`src/rtl/plot_sink_if.sv`:
```
// plot_sink_if
//   Bundles the pixel stream coming from the drawing engines, the
//   framebuffer write port, and the status outputs of plot_sink.
//   slave  : used by plot_sink (consumes pixels, drives the write port)
//   master : used by whoever drives pixels and mem_ready (engines / memory model)
//
//   x, y, color, plot       pixel stream, one pixel per cycle, no back-pressure
//   clear, clear_color      one-cycle full-screen fill request and its colour
//   mem_addr/data/we/ready  framebuffer write handshake
//   busy, overflow          status
//   drop_count, clip_count  saturating event counters
interface plot_sink_if #(
   parameter int ADDR_W  = 17,
   parameter int COLOR_W = 3
);
   logic [15:0]        x;
   logic [15:0]        y;
   logic [COLOR_W-1:0] color;
   logic               plot;
   logic               clear;
   logic [COLOR_W-1:0] clear_color;
   logic [ADDR_W-1:0]  mem_addr;
   logic [COLOR_W-1:0] mem_data;
   logic               mem_we;
   logic               mem_ready;
   logic               busy;
   logic               overflow;
   logic [15:0]        drop_count;
   logic [15:0]        clip_count;

   modport slave (
      input  x, y, color, plot, clear, clear_color, mem_ready,
      output mem_addr, mem_data, mem_we, busy, overflow, drop_count, clip_count
   );

   modport master (
      output x, y, color, plot, clear, clear_color, mem_ready,
      input  mem_addr, mem_data, mem_we, busy, overflow, drop_count, clip_count
   );
endinterface

```
`src/rtl/plot_sink.sv`:
```
// plot_sink
//   Accepts pixel writes from the drawing engines, clips off-screen pixels,
//   converts on-screen ones to linear framebuffer addresses, buffers them in
//   a small FIFO and drains them to the framebuffer over a ready/valid port.
//   Also performs a full-screen clear: drain pending pixels, then write the
//   latched clear colour to every address 0 .. SCREEN_W*SCREEN_H-1.
//
//   clk    system clock
//   reset  synchronous, active-high
//   bus    plot_sink_if.slave: pixel input, clear request, framebuffer write
//          port (mem_addr/mem_data/mem_we/mem_ready) and status outputs
module plot_sink #(
   parameter int SCREEN_W   = 320,
   parameter int SCREEN_H   = 240,
   parameter int ADDR_W     = 17,
   parameter int COLOR_W    = 3,
   parameter int FIFO_DEPTH = 8
) (
   input  logic        clk,
   input  logic        reset,
   plot_sink_if.slave  bus
);

   localparam int NPIX  = SCREEN_W * SCREEN_H;
   localparam int PTR_W = (FIFO_DEPTH > 1) ? $clog2(FIFO_DEPTH) : 1;
   localparam int CNT_W = PTR_W + 1;
   localparam logic [ADDR_W-1:0] LAST_ADDR = ADDR_W'(NPIX - 1);

   typedef enum logic [1:0] {RUN, CLR_WAIT, CLR_FILL} state_t;

   state_t             state, state_nxt;

   logic [ADDR_W-1:0]  f_addr [FIFO_DEPTH];
   logic [COLOR_W-1:0] f_data [FIFO_DEPTH];
   logic [PTR_W-1:0]   wr_ptr, rd_ptr;
   logic [CNT_W-1:0]   count, count_nxt;

   logic [ADDR_W-1:0]  fill_addr;
   logic [COLOR_W-1:0] clr_color;
   logic               busy_q, overflow_q;
   logic [15:0]        drop_q, clip_q;

   logic               on_screen, pix_ok, clip, push, pop, drop, ovf_set;
   logic               fifo_empty, fifo_full, fill_xfer;
   logic [ADDR_W-1:0]  pix_addr, xw, yw;

   logic [ADDR_W-1:0]  mem_addr_c;
   logic [COLOR_W-1:0] mem_data_c;
   logic               mem_we_c;

   // ---------------------------------------------------------------
   // Clip test on the full 16-bit coordinates, then linear address.
   // ---------------------------------------------------------------
   assign on_screen = (bus.x < 16'(SCREEN_W)) && (bus.y < 16'(SCREEN_H));
   assign pix_ok    = bus.plot && on_screen;
   assign clip      = bus.plot && !on_screen;

   assign xw = ADDR_W'(bus.x);
   assign yw = ADDR_W'(bus.y);

   generate
      if (SCREEN_W == 320) begin : g_shift
         // y*320 = y*256 + y*64
         assign pix_addr = (yw << 8) + (yw << 6) + xw;
      end else begin : g_mul
         assign pix_addr = yw * ADDR_W'(SCREEN_W) + xw;
      end
   endgenerate

   // ---------------------------------------------------------------
   // FIFO control. Pixels are only accepted in RUN; a full FIFO still
   // accepts if the head leaves in the same cycle.
   // ---------------------------------------------------------------
   assign fifo_empty = (count == '0);
   assign fifo_full  = (count == CNT_W'(FIFO_DEPTH));
   assign pop        = (state != CLR_FILL) && !fifo_empty && bus.mem_ready;
   assign push       = pix_ok && (state == RUN) && (!fifo_full || pop);
   assign drop       = pix_ok && !push;
   assign ovf_set    = pix_ok && (state == RUN) && !push;
   assign count_nxt  = count + CNT_W'(push) - CNT_W'(pop);
   assign fill_xfer  = (state == CLR_FILL) && bus.mem_ready;

   // Storage needs no reset; pointers and count define validity.
   always_ff @(posedge clk) begin
      if (push) begin
         f_addr[wr_ptr] <= pix_addr;
         f_data[wr_ptr] <= bus.color;
      end
   end

   always_ff @(posedge clk) begin
      if (reset) begin
         wr_ptr <= '0;
         rd_ptr <= '0;
         count  <= '0;
      end else begin
         if (push) wr_ptr <= wr_ptr + PTR_W'(1);
         if (pop)  rd_ptr <= rd_ptr + PTR_W'(1);
         count <= count_nxt;
      end
   end

   // ---------------------------------------------------------------
   // Clear sequencer
   // ---------------------------------------------------------------
   always_ff @(posedge clk) begin
      if (reset) state <= RUN;
      else       state <= state_nxt;
   end

   always_comb begin
      state_nxt = state;
      case (state)
         RUN:      if (bus.clear)  state_nxt = CLR_WAIT;
         // mem_we is derived from fifo_empty here, so empty also means
         // no write is pending on the port.
         CLR_WAIT: if (fifo_empty) state_nxt = CLR_FILL;
         CLR_FILL: if (fill_xfer && (fill_addr == LAST_ADDR)) state_nxt = RUN;
         default:  state_nxt = RUN;
      endcase
   end

   always_ff @(posedge clk) begin
      if (reset) begin
         fill_addr <= '0;
         clr_color <= '0;
      end else begin
         if ((state == RUN) && bus.clear) clr_color <= bus.clear_color;
         if (fill_xfer) begin
            if (fill_addr == LAST_ADDR) fill_addr <= '0;
            else                        fill_addr <= fill_addr + ADDR_W'(1);
         end
      end
   end

   // ---------------------------------------------------------------
   // Write port. Driven purely from registered state so it holds still
   // while mem_ready is low. Address/data read as zero when idle.
   // ---------------------------------------------------------------
   always_comb begin
      mem_we_c   = 1'b0;
      mem_addr_c = '0;
      mem_data_c = '0;
      if (state == CLR_FILL) begin
         mem_we_c   = 1'b1;
         mem_addr_c = fill_addr;
         mem_data_c = clr_color;
      end else if (!fifo_empty) begin
         mem_we_c   = 1'b1;
         mem_addr_c = f_addr[rd_ptr];
         mem_data_c = f_data[rd_ptr];
      end
   end

   assign bus.mem_we   = mem_we_c;
   assign bus.mem_addr = mem_addr_c;
   assign bus.mem_data = mem_data_c;

   // ---------------------------------------------------------------
   // Status. busy is registered from next-cycle state so it lines up
   // with the cycle it describes.
   // ---------------------------------------------------------------
   always_ff @(posedge clk) begin
      if (reset) begin
         busy_q     <= 1'b0;
         overflow_q <= 1'b0;
         drop_q     <= '0;
         clip_q     <= '0;
      end else begin
         busy_q <= (state_nxt != RUN) || (count_nxt != '0);
         if (ovf_set) overflow_q <= 1'b1;
         if (drop && (drop_q != 16'hFFFF)) drop_q <= drop_q + 16'd1;
         if (clip && (clip_q != 16'hFFFF)) clip_q <= clip_q + 16'd1;
      end
   end

   assign bus.busy       = busy_q;
   assign bus.overflow   = overflow_q;
   assign bus.drop_count = drop_q;
   assign bus.clip_count = clip_q;

endmodule

```
`src/flat_wrapper.sv`:
```
// flat-port wrapper written by rule: the top's interface ports become plain ports
module plot_sink_flat 
#(
   parameter int SCREEN_W   = 320,
   parameter int SCREEN_H   = 240,
   parameter int ADDR_W     = 17,
   parameter int COLOR_W    = 3,
   parameter int FIFO_DEPTH = 8
)
  (clk, reset, bus_x, bus_y, bus_color, bus_plot, bus_clear, bus_clear_color, bus_mem_ready, bus_mem_addr, bus_mem_data, bus_mem_we, bus_busy, bus_overflow, bus_drop_count, bus_clip_count);
  plot_sink_if #(.ADDR_W(ADDR_W), .COLOR_W(COLOR_W)) bus_i ();
  input  logic clk;
  input  logic reset;
  input wire logic [$bits(bus_i.x)-1:0] bus_x;
  input wire logic [$bits(bus_i.y)-1:0] bus_y;
  input wire logic [$bits(bus_i.color)-1:0] bus_color;
  input wire logic [$bits(bus_i.plot)-1:0] bus_plot;
  input wire logic [$bits(bus_i.clear)-1:0] bus_clear;
  input wire logic [$bits(bus_i.clear_color)-1:0] bus_clear_color;
  input wire logic [$bits(bus_i.mem_ready)-1:0] bus_mem_ready;
  output wire logic [$bits(bus_i.mem_addr)-1:0] bus_mem_addr;
  output wire logic [$bits(bus_i.mem_data)-1:0] bus_mem_data;
  output wire logic [$bits(bus_i.mem_we)-1:0] bus_mem_we;
  output wire logic [$bits(bus_i.busy)-1:0] bus_busy;
  output wire logic [$bits(bus_i.overflow)-1:0] bus_overflow;
  output wire logic [$bits(bus_i.drop_count)-1:0] bus_drop_count;
  output wire logic [$bits(bus_i.clip_count)-1:0] bus_clip_count;
  assign bus_i.x = bus_x;
  assign bus_i.y = bus_y;
  assign bus_i.color = bus_color;
  assign bus_i.plot = bus_plot;
  assign bus_i.clear = bus_clear;
  assign bus_i.clear_color = bus_clear_color;
  assign bus_i.mem_ready = bus_mem_ready;
  assign bus_mem_addr = bus_i.mem_addr;
  assign bus_mem_data = bus_i.mem_data;
  assign bus_mem_we = bus_i.mem_we;
  assign bus_busy = bus_i.busy;
  assign bus_overflow = bus_i.overflow;
  assign bus_drop_count = bus_i.drop_count;
  assign bus_clip_count = bus_i.clip_count;
  plot_sink #(.SCREEN_W(SCREEN_W), .SCREEN_H(SCREEN_H), .ADDR_W(ADDR_W), .COLOR_W(COLOR_W), .FIFO_DEPTH(FIFO_DEPTH)) u_core (.clk(clk), .reset(reset), .bus(bus_i));
endmodule
```
`config.mk`:
```
export PLATFORM = sky130hd
export DESIGN_NAME = plot_sink_flat
export DESIGN_NICKNAME = d
export VERILOG_FILES = /design/src/rtl/plot_sink_if.sv /design/src/rtl/plot_sink.sv /design/src/flat_wrapper.sv
export SDC_FILE = /design/constraint.sdc
export NUM_CORES = 1
export LEC_CHECK = 0
export ABC_CLOCK_PERIOD_IN_PS = 5300
export BUFFER_PORTS_ARGS = -buffer_cell sky130_fd_sc_hd__buf_2
export CAP_MARGIN = 20
export CORE_ASPECT_RATIO = 0.5
export CORE_UTILIZATION = 60
export DETAILED_ROUTE_END_ITERATION = 6
export GPL_TIMING_DRIVEN = 0
export PLACE_DENSITY_LB_ADDON = 0.25
export SYNTH_ARGS = -nofsm -noshare
export SYNTH_HDL_FRONTEND = slang
export SYNTH_SLANG_ARGS = --single-unit
```
`constraint.sdc`:
```
create_clock -name clk -period 5.3 [get_ports clk]
set_input_delay 0.265 -clock clk [delete_from_list [all_inputs] [get_ports clk]]
set_output_delay 0.265 -clock clk [all_outputs]
set_load 0.05 [all_outputs]
```
Word-level counts from Yosys, hierarchy flattened
Memories as Yosys holds them, arrays and structs flattened. A register that Yosys moved wholly into a read port is not among the register bits.
Index checks and enable logic that the tools add are counted.
- memories kept: 2
- register bits after elaboration: 66
- bits in writable memories: 160
- word-level logic and storage cells: 71
- output and inout bits: 55
- eq/ne operators: 7
- reduce and logical (&&, ||, !) cells: 24
- muxes and demuxes: 17
- $add $sub $neg: 9
- $lt $le $gt $ge: 2
- memories (name ; words ; bits a word ; read ports ; clocked after Yosys merged registers in ; wr ports ; line ; text):
    u_core.f_addr ; 8 ; 17 ; 1 ; 1 ; 1 ; plot_sink.sv:33 ; logic [ADDR_W-1:0] f_addr [FIFO_DEPTH];
    u_core.f_data ; 8 ; 3 ; 1 ; 1 ; 1 ; plot_sink.sv:34 ; logic [COLOR_W-1:0] f_data [FIFO_DEPTH];
- operators with widths (operator ; count):
    2-to-1 mux 17 bit ; 3
    adder 16 x 1 -> 16 bit (second input constant) ; 2
    inequality test 16 bit (second input constant) ; 2
    2-to-1 mux 3 bit ; 6
    adder 17 x 1 -> 17 bit (second input constant) ; 1
    adder 17 x 16 -> 17 bit ; 1
    adder 17 bit ; 1
    == test 17 bit (second input constant) ; 1
    less-than comparator 16 x 8 -> 1 bit (second input constant) ; 1
    less-than comparator 16 x 9 -> 1 bit (second input constant) ; 1
    logical AND 1 bit ; 14
    adder 3 x 1 -> 3 bit (second input constant) ; 2
    2-to-1 mux 2 bit ; 3
    one-hot mux 2 bit (3 select lines) ; 1
    adder 4 x 1 -> 4 bit ; 1
    == test 4 bit (second input constant) ; 1
    zero test 1 bit ; 4
    zero test 4 bit ; 1
    2-to-1 mux 1 bit ; 4
    nonzero test 4 bit ; 1
    subtractor 4 x 1 -> 4 bit ; 1
    == test 2 x 1 -> 1 bit (second input constant) ; 1
    == test 2 bit (second input constant) ; 1
    zero test 2 bit ; 1
    other kinds (3) ; 4

Logic depth before layout (Yosys ltp)
Gate-level depths: netlist of run 1.
- depth in word-level cells: 10
- mapped depth: 14
- mapped depth without buffers: 13

Worst setup path after synthesis of run 1
OpenSTA, ideal clock, no wires.
- path kind: reg2reg
- start: register u_core.count[2]
- end: memory u_core.f_addr[4][0], enable pin
- clock period less this slack: 3.458 ns
- arrival: 3.035 ns
- slack: 1.842 ns
- setup time: 0.422 ns
- cell stages (with the launch flop): 8
- data required time: 4.878 ns
- cells stage by stage: dfxtp_1 inv_1 ha_1 or3b_4 a31oi_4 nor4_2 nand2_1 nor3_1
- cells in the longest elaborated chain, start to end: 8
- ends and longest elaborated chain (item ; line ; text):
    from (decl) ; plot_sink.sv:36 ; logic [CNT_W-1:0] count, count_nxt;
    from (signal assigned) ; plot_sink.sv:99 ; count <= count_nxt;
    zero test 4 bit ; plot_sink.sv:74 ; assign fifo_empty = (count == '0);
    zero test 1 bit ; plot_sink.sv:76 ; assign pop = (state != CLR_FILL) && !fifo_empty && bus.mem_ready;
    logical AND 1 bit (2 in a row) ; plot_sink.sv:76 ;
    logical OR 1 bit (*) ; plot_sink.sv:77 ; assign push = pix_ok && (state == RUN) && (!fifo_full || pop);
    logical AND 1 bit (*) ; plot_sink.sv:77 ;
    named net u_core.push ; plot_sink.sv:43 ; logic on_screen, pix_ok, clip, push, pop, drop, ovf_set;
    2-to-1 mux 1 bit (*) ; plot_sink.sv:85 ; if (push) begin
    2-to-1 mux 1 bit (not written as such) (*) ; plot_sink.sv:86 ; f_addr[wr_ptr] <= pix_addr;
    to (decl) ; plot_sink.sv:33 ;
The timed path passes the listed nets; every way through them passes the cells marked *.

Worst setup path in the final report of run 1
- start: register u_core.count[2]
- end: memory u_core.f_addr[6][3], enable pin
Same word-level chain as after synthesis.

==> results.txt, run 1 <==
Max Buffers Root-to-Sink -> 3
Row cnt -> 33
Critical path arrival -> 3540 ps
Comb pwr share -> 30.3%
Actual slew at the worst max-slew pin -> 927 ps
Post-synthesis async set-or-reset flop share -> 0%
Post-synth net total -> 821
Number of global-route vias before repair -> 6398
Effective utilization at floorplan -> 61.9%
Leakage power -> 0.00406 µW
Initial antenna violation count -> 1
Pre-CTS WS -> 1840 ps
Drt drc -> 0
Fraction of layout cells with a size suffix above 1 -> 24.5%
Final ANT Viol Nets -> 0
Cell count after placement -> 1080
Worst clock skew -> 19.5 ps
R2r startpoint -> u_core.count[2]
Ys Warns -> 0
Final setup margin -> 1980 ps
Routed vias -> 6835
Relative slew slack -> 38.2%
CTS sink cnt -> 229
Setup Total Neg Slack -> 0 ps
Port Buffers -> 97
Global-route wire length before repair -> 35700 µm
CP Capture Type -> register
Reg power frac -> 40.7%
Tcrit/Tclk final -> 62.5%
Simple-gate portion of the synthesized area -> 12.5%
Largest family of logic cells by synthesized area -> simple AND/OR/NAND/NOR gates
Avg Inst Size Synth -> 13.7 µm²
Main synth FF type -> edfxtp_1
Setup CP Type -> register to register
Root buf cell -> clkbuf_16
Reg2reg path depth -> 8
Hold Path Stages -> 1
Hold crit path type -> input pin to register
Worst EP required -> 5530 ps
Fmax -> 302 MHz
Cell variety after synth -> 56
Worst skew pair latency -> 510 ps
H-tree levels -> 1
Result of the run -> complete, no violations
First DRT Iteration DRCs -> 614
Internal power -> 3340 µW
CP Launch Type -> register
Final Max Tran Viols -> 0
TritonRoute pass-1 iters -> 5
Post-synthesis mux area share -> 12.5%
Core footprint -> 16500 µm²
Yosys reg bits -> 229
CP Launch Point -> u_core.count[2]
GRT Util Overall -> 26.9%
Layout area overhead -> 16.0%
Hpwl dp -> 16000 µm
Mean routed wirelength per cell -> 21.0 µm
Worst-path clk slew -> 70 ps
Yosys top cell area share -> 47.0%
Io pins -> 98
Worst r2r dst -> u_core.f_addr[6][3]
Top post-synthesis cells by area -> edfxtp_1, dfxtp_1, mux4_2
CTS Hold Bufs -> 0
Crit Path Max Fanout -> 12
Synth Area in Compound Gates -> 5.28%
Post-synthesis adder-cell area fraction -> 4.65%
Post-synth EDFFs -> 160
Vias per cell -> 6.12
R2R setup slack -> 1980 ps
TritonCTS clock tree -> done
Resize count post-CTS -> 0
Synthesized area -> 10200 µm²
Final WL -> 23500 µm
Switching share of power -> 33.9%
Filler Cells Inserted -> 1082
Postcts setup bufs -> 0
Nets@finish -> 950
Power density cells -> 426 nW/µm²
Sequential cell area fraction in the yosys report -> 60.5%
Layout Cells excl Fill -> 1117
Post-Synth XOR/XNOR Area -> 2.57%
Die area -> 17600 µm²
DIE HEIGHT -> 94.3 µm
Sw power -> 1710 µW
Crit path to -> u_core.f_addr[6][3]
Cell taking the most area after synthesis -> edfxtp_1
Cell count after synthesis -> 746
TritonCTS buffer count -> 20
Final setup viols -> 0
Clk network pwr share -> 29.0%
GP Congestion -> 0.843
Max Cap Viol -> 0
Die width -> 187 µm
Gr ovfl total -> 0
RSZ-0062 raised after global routing -> false
Largest net degree at the start of global routing -> 17
Hold Fails Final Rpt -> 0
Period minus WS final -> 3320 ps
Worst vdd rail ir drop -> 0.361 mV
-- power by group through the flow --
stage	clock network, µW	registers [µW]	logic, µW
final	1460	2060	1530
after global routing	1560	2060	1620
after CTS	1480	2060	1540
after detailed placement	0	2090	1510
after global placement	0	2090	1480
after floorplan	0	2100	1120
-- state kept, by name, indices dropped and copies added (netlist names), named ones only --
name / flops
u_core.rd_ptr: 3
u_core.fill_addr: 17
u_core.wr_ptr: 3
u_core.f_addr: 136
u_core.clr_color: 3
u_core.count: 4
u_core.bus.overflow: 1
u_core.f_data: 24
u_core.bus.drop_count: 16
u_core.state: 2
u_core.bus.clip_count: 16
u_core.bus.busy: 1
-- per-layer routing --
metal	GRT usage, %	vias to the layer above	wire length (µm)
li1	-	3127	-
met1	38.5	3385	10200
met2	44.2	282	11100
met3	3.75	41	1710
met4	7.04	0	470
met5	0	-	0
-- Yosys cell counts, types with 4 or more instances --
| cell | number |
|---|---|
| fa_1 | 10 |
| a21oi_1 | 27 |
| nor4_1 | 16 |
| o31ai_1 | 13 |
| mux2i_1 | 22 |
| dfxtp_1 | 69 |
| edfxtp_1 | 160 |
| nand3_1 | 21 |
| clkbuf_1 | 20 |
| xor2_1 | 12 |
| o21ai_0 | 28 |
| nand4_1 | 14 |
| and3_1 | 5 |
| nor2_1 | 58 |
| ha_1 | 22 |
| or4_1 | 13 |
| mux4_2 | 40 |
| mux2_2 | 14 |
| nor3_1 | 9 |
| nor2b_1 | 20 |
| nand2_1 | 57 |
| inv_1 | 15 |
| xnor2_1 | 18 |
| or3_1 | 4 |
| buf_2 | 8 |
| and4_1 | 4 |
-- worst min-delay path by stage --
stage	start	to	slack (ps)
after floorplan	bus_x[0]	u_core.f_addr[0][0]	360
after global placement	u_core.bus.overflow	u_core.bus.overflow	450
after detailed placement	u_core.bus.overflow	u_core.bus.overflow	460
after CTS	bus_x[0]	u_core.f_addr[4][0]	4
after global routing	bus_x[0]	u_core.f_addr[5][0]	20
final	bus_x[0]	u_core.f_addr[4][0]	10
-- cell families (layout without fill, tap and decap cells) --
kind of cell	Yosys count	in the layout
and+or+nand+nor	244	244
xor gates and xnor gates	30	30
other	0	1
muxes	76	76
DFF	229	229
adders and majority gates	32	32
buffers and inverters	48	191
AOI/OAI and AO/OA	87	87
-- area by class of cell --
type	count	area, µm²	area share, %
Sequential cell	229	6190	52.1
Multi-Input combinational cell	469	3860	32.6
Timing Repair Buffer	107	658	5.54
Clock buffer	31	623	5.25
Tap cell	227	284	2.39
Buffer	33	149	1.25
Inverter	15	56.3	0.474
Clock inverter	5	48.8	0.411
Antenna cell	1	2.50	0.0211
-- cell usage in the layout (no fill, tap or decap), types with 21 or more instances in the layout --
master     netlist  layout
edfxtp_1       160     160
buf_2            8     105
dfxtp_1         69      69
nand2_1         57      57
nor2_1          58      52
mux4_2          40      40
o21ai_0         28      28
a21oi_1         27      27
clkbuf_1        20      24
mux2i_1         22      22
ha_1            22      22
nand3_1         21      21
clkbuf_16        0      21
-- worst max-delay path, stage by stage, from the launching register on --
cell     delay (ps)
dfxtp_1         320
inv_1            70
ha_1            200
or3b_4          270
a31oi_4         130
nor4_2          720
nand2_1         350
nor2_2          730
buf_8           230
-- through the flow --
stage / area [µm²] / power, µW / utilization [%] / hold WS, ps
2_1_floorplan: 10200 / 3220 / - / 364
3_3_place_gp: 11000 / 3570 / 66.6 / 449
3_5_place_dp: 11200 / 3610 / 67.8 / 463
4_1_cts: 11900 / 5080 / 71.9 / 4.10
5_1_grt: 11900 / 5240 / 71.9 / 19.1
6_report: 11900 / 5050 / 71.9 / 9.79
Note: power is estimated with default switching activity, not from simulation.
==> run 2, diff against run 1 <==
ABC_CLOCK_PERIOD_IN_PS = 2900   (was 5300)
CORE_UTILIZATION = 53   (was 60)
clock period = 2.9 ns   (was 5.3 ns; I/O delays follow)
==> run 2 against run 1 <==
Combinational power grew 95%. Setup slack got worse by 1900 ps. Sequential power increased by 83%. Utilization down 6.6 points. Final area rose by 2.7%. Via count down 0.54%. Register-to-register slack lost 1900 ps. Critical endpoint is now bus_mem_data[1]. Largest cell class unchanged. Largest power group unchanged.
==> results.txt, run 2 (synthesized netlist as in run 1, its figures left out) <==
Commonest cells after routing, fill and taps aside -> edfxtp_1, buf_2, dfxtp_1, nand2_1, nor2_1
Period minus WS final -> 2820 ps
Total power -> 9380 µW
TritonCTS buffer count -> 21
Mean routed wirelength per cell -> 19.5 µm
Global-route wire length before repair -> 35100 µm
Worst path cell trace -> clkbuf_1 > buf_4 > mux4_2 > mux2i_1 > o21ai_0 > buf_2
DIE HEIGHT -> 100 µm
Reg with most FFs -> u_core.f_addr
GP Congestion -> 0.908
Hpwl dp -> 15700 µm
Actual slew at the worst max-slew pin -> 928 ps
GRT Util Overall -> 23.4%
Port Buffers -> 97
Leakage power -> 0.00414 µW
RSZ-0062 raised after global routing -> true
Die width -> 198 µm
Hold Fails Final Rpt -> 0
Filler Cells Inserted -> 1364
CTS sink cnt -> 229
Final Max Tran Viols -> 0
Core footprint -> 18700 µm²
Pre-CTS WS -> -378 ps
Worst vdd rail ir drop -> 0.837 mV
Setup Total Neg Slack -> 0 ps
TritonRoute pass-1 iters -> 5
Io pins -> 98
Power density cells -> 770 nW/µm²
N_diodes -> 0
Nets@finish -> 974
Number of global-route vias before repair -> 6369
Slowest stage delay, CP -> 540 ps
Effective utilization at floorplan -> 54.8%
H-tree levels -> 1
Commonest non-fill, non-tap cell in the layout -> edfxtp_1
Dpl cell area -> 11200 µm²
Crit Path Max Fanout -> 10
Fmax -> 355 MHz
Largest net degree at the start of global routing -> 17
Final WL -> 22900 µm
Drt drc -> 0
Regs by FF count -> u_core.f_addr: 136 flops, u_core.f_data: 24 flops, u_core.fill_addr: 17 flops
TritonCTS clock tree -> done
Final setup margin -> 79.3 ps
Root buf cell -> clkbuf_16
Final ANT Viol Nets -> 0
Initial antenna violation count -> 0
Layout area overhead -> 19.1%
Sw power -> 3150 µW
Setup CP Type -> register to output pin
Relative slew slack -> 37.7%
Row cnt -> 35
Reg power frac -> 40.1%
Max Cap Viol -> 0
First DRT Iteration DRCs -> 555
Tcrit/Tclk final -> 97.3%
Hold crit path type -> input pin to register
CP Launch Type -> register
Comb pwr share -> 31.8%
Max reg flops -> 136
Gr ovfl total -> 0
Critical path arrival -> 2680 ps
Worst clock skew -> 13.4 ps
Final setup viols -> 0
Switching share of power -> 33.6%
Worst skew pair latency -> 500 ps
Max Buffers Root-to-Sink -> 3
Vias per cell -> 5.80
Internal power -> 6230 µW
Routed vias -> 6798
Fraction of layout cells with a size suffix above 1 -> 25.8%
Worst EP required -> 2760 ps
Slowest cell on crit path -> mux4_2
Worst-path clk slew -> 70 ps
Result of the run -> complete, no violations
Die area -> 19900 µm²
Post-route design area -> 12200 µm²
CP Capture Type -> output pin
Clk network pwr share -> 28.1%
## run 2: cell count changes in the layout (fill, tap and decap cells not counted), moves of 3 or more
| cell | previous run | this run |
|---|---|---|
| dlygate4sd3_1 | 0 | 16 |
| buf_2 | 105 | 101 |
| nor2_2 | 6 | 1 |
| nor2_4 | 0 | 6 |
| buf_6 | 6 | 2 |
| buf_4 | 0 | 12 |
| buf_8 | 3 | 6 |
## run 2: cell type report
class | count | area, µm² | area share (%)
clock inverters | 7 | 42.5 | 0.349
repair buffers | 131 | 878 | 7.21
plain buffers | 32 | 156 | 1.28
flip-flops and latches | 229 | 6190 | 50.8
multi-input cells | 469 | 3940 | 32.3
well taps | 259 | 324 | 2.66
clock buffers | 31 | 607 | 4.98
inverters | 15 | 56.3 | 0.462
## run 2: per-stage QoR
step	instances	hold WS [ps]	util, %
6_report	1173	52.9	65.3
5_1_grt	1173	63.6	65.3
4_1_cts	1171	22.8	65.0
3_5_place_dp	1110	410	60.2
3_3_place_gp	1102	408	59.2
2_1_floorplan	746	244	-
## run 2: per-layer routing
layer  GRT usage, %  vias to the layer above  wire length [µm]
li1               -                     3168                 -
met1           34.8                     3379             10200
met2           37.1                      227             10800
met3           3.63                       24              1590
met4           4.26                        0               269
met5              0                        -                 0
## run 2: power by group through the flow
stage / combinational (µW) / clock (µW) / sequential, µW
detailed placement: 2780 / 0 / 3830
CTS: 2930 / 2680 / 3760
global route: 3180 / 2820 / 3770
floorplan: 2050 / 0 / 3840
global placement: 2730 / 0 / 3820
finish: 2980 / 2640 / 3760
## run 2: repair_timing
action / in CTS / in global routing
endpoints found under the hold margin: 76 / 0
gates cloned: 0 / 0
gates resized for setup: 8 / 16
buffers inserted: 8 / 2
pin swaps: 4 / 5
setup endpoints to repair: 163 / 29
hold buffers: 16 / 0
## run 2: critical path, delay by kind of cell, from the launching register on
| family | cells | cell delay (ps) |
|---|---|---|
| AOI/OAI and AO/OA | 1 | 180 |
| buffers and inverters | 3 | 820 |
| DFF | 1 | 320 |
| muxes | 2 | 840 |
## run 2: final timing paths
path / from / end / slack [ps] / depth (start not counted)
max: register / bus_mem_data[1] / 80 / 6
min: reset / u_core.state[0] / 50 / 2
max reg2reg: u_core.count[2] / u_core.bus.busy / 80 / 13
min reg2reg: u_core.bus.overflow / u_core.bus.overflow / 480 / 2
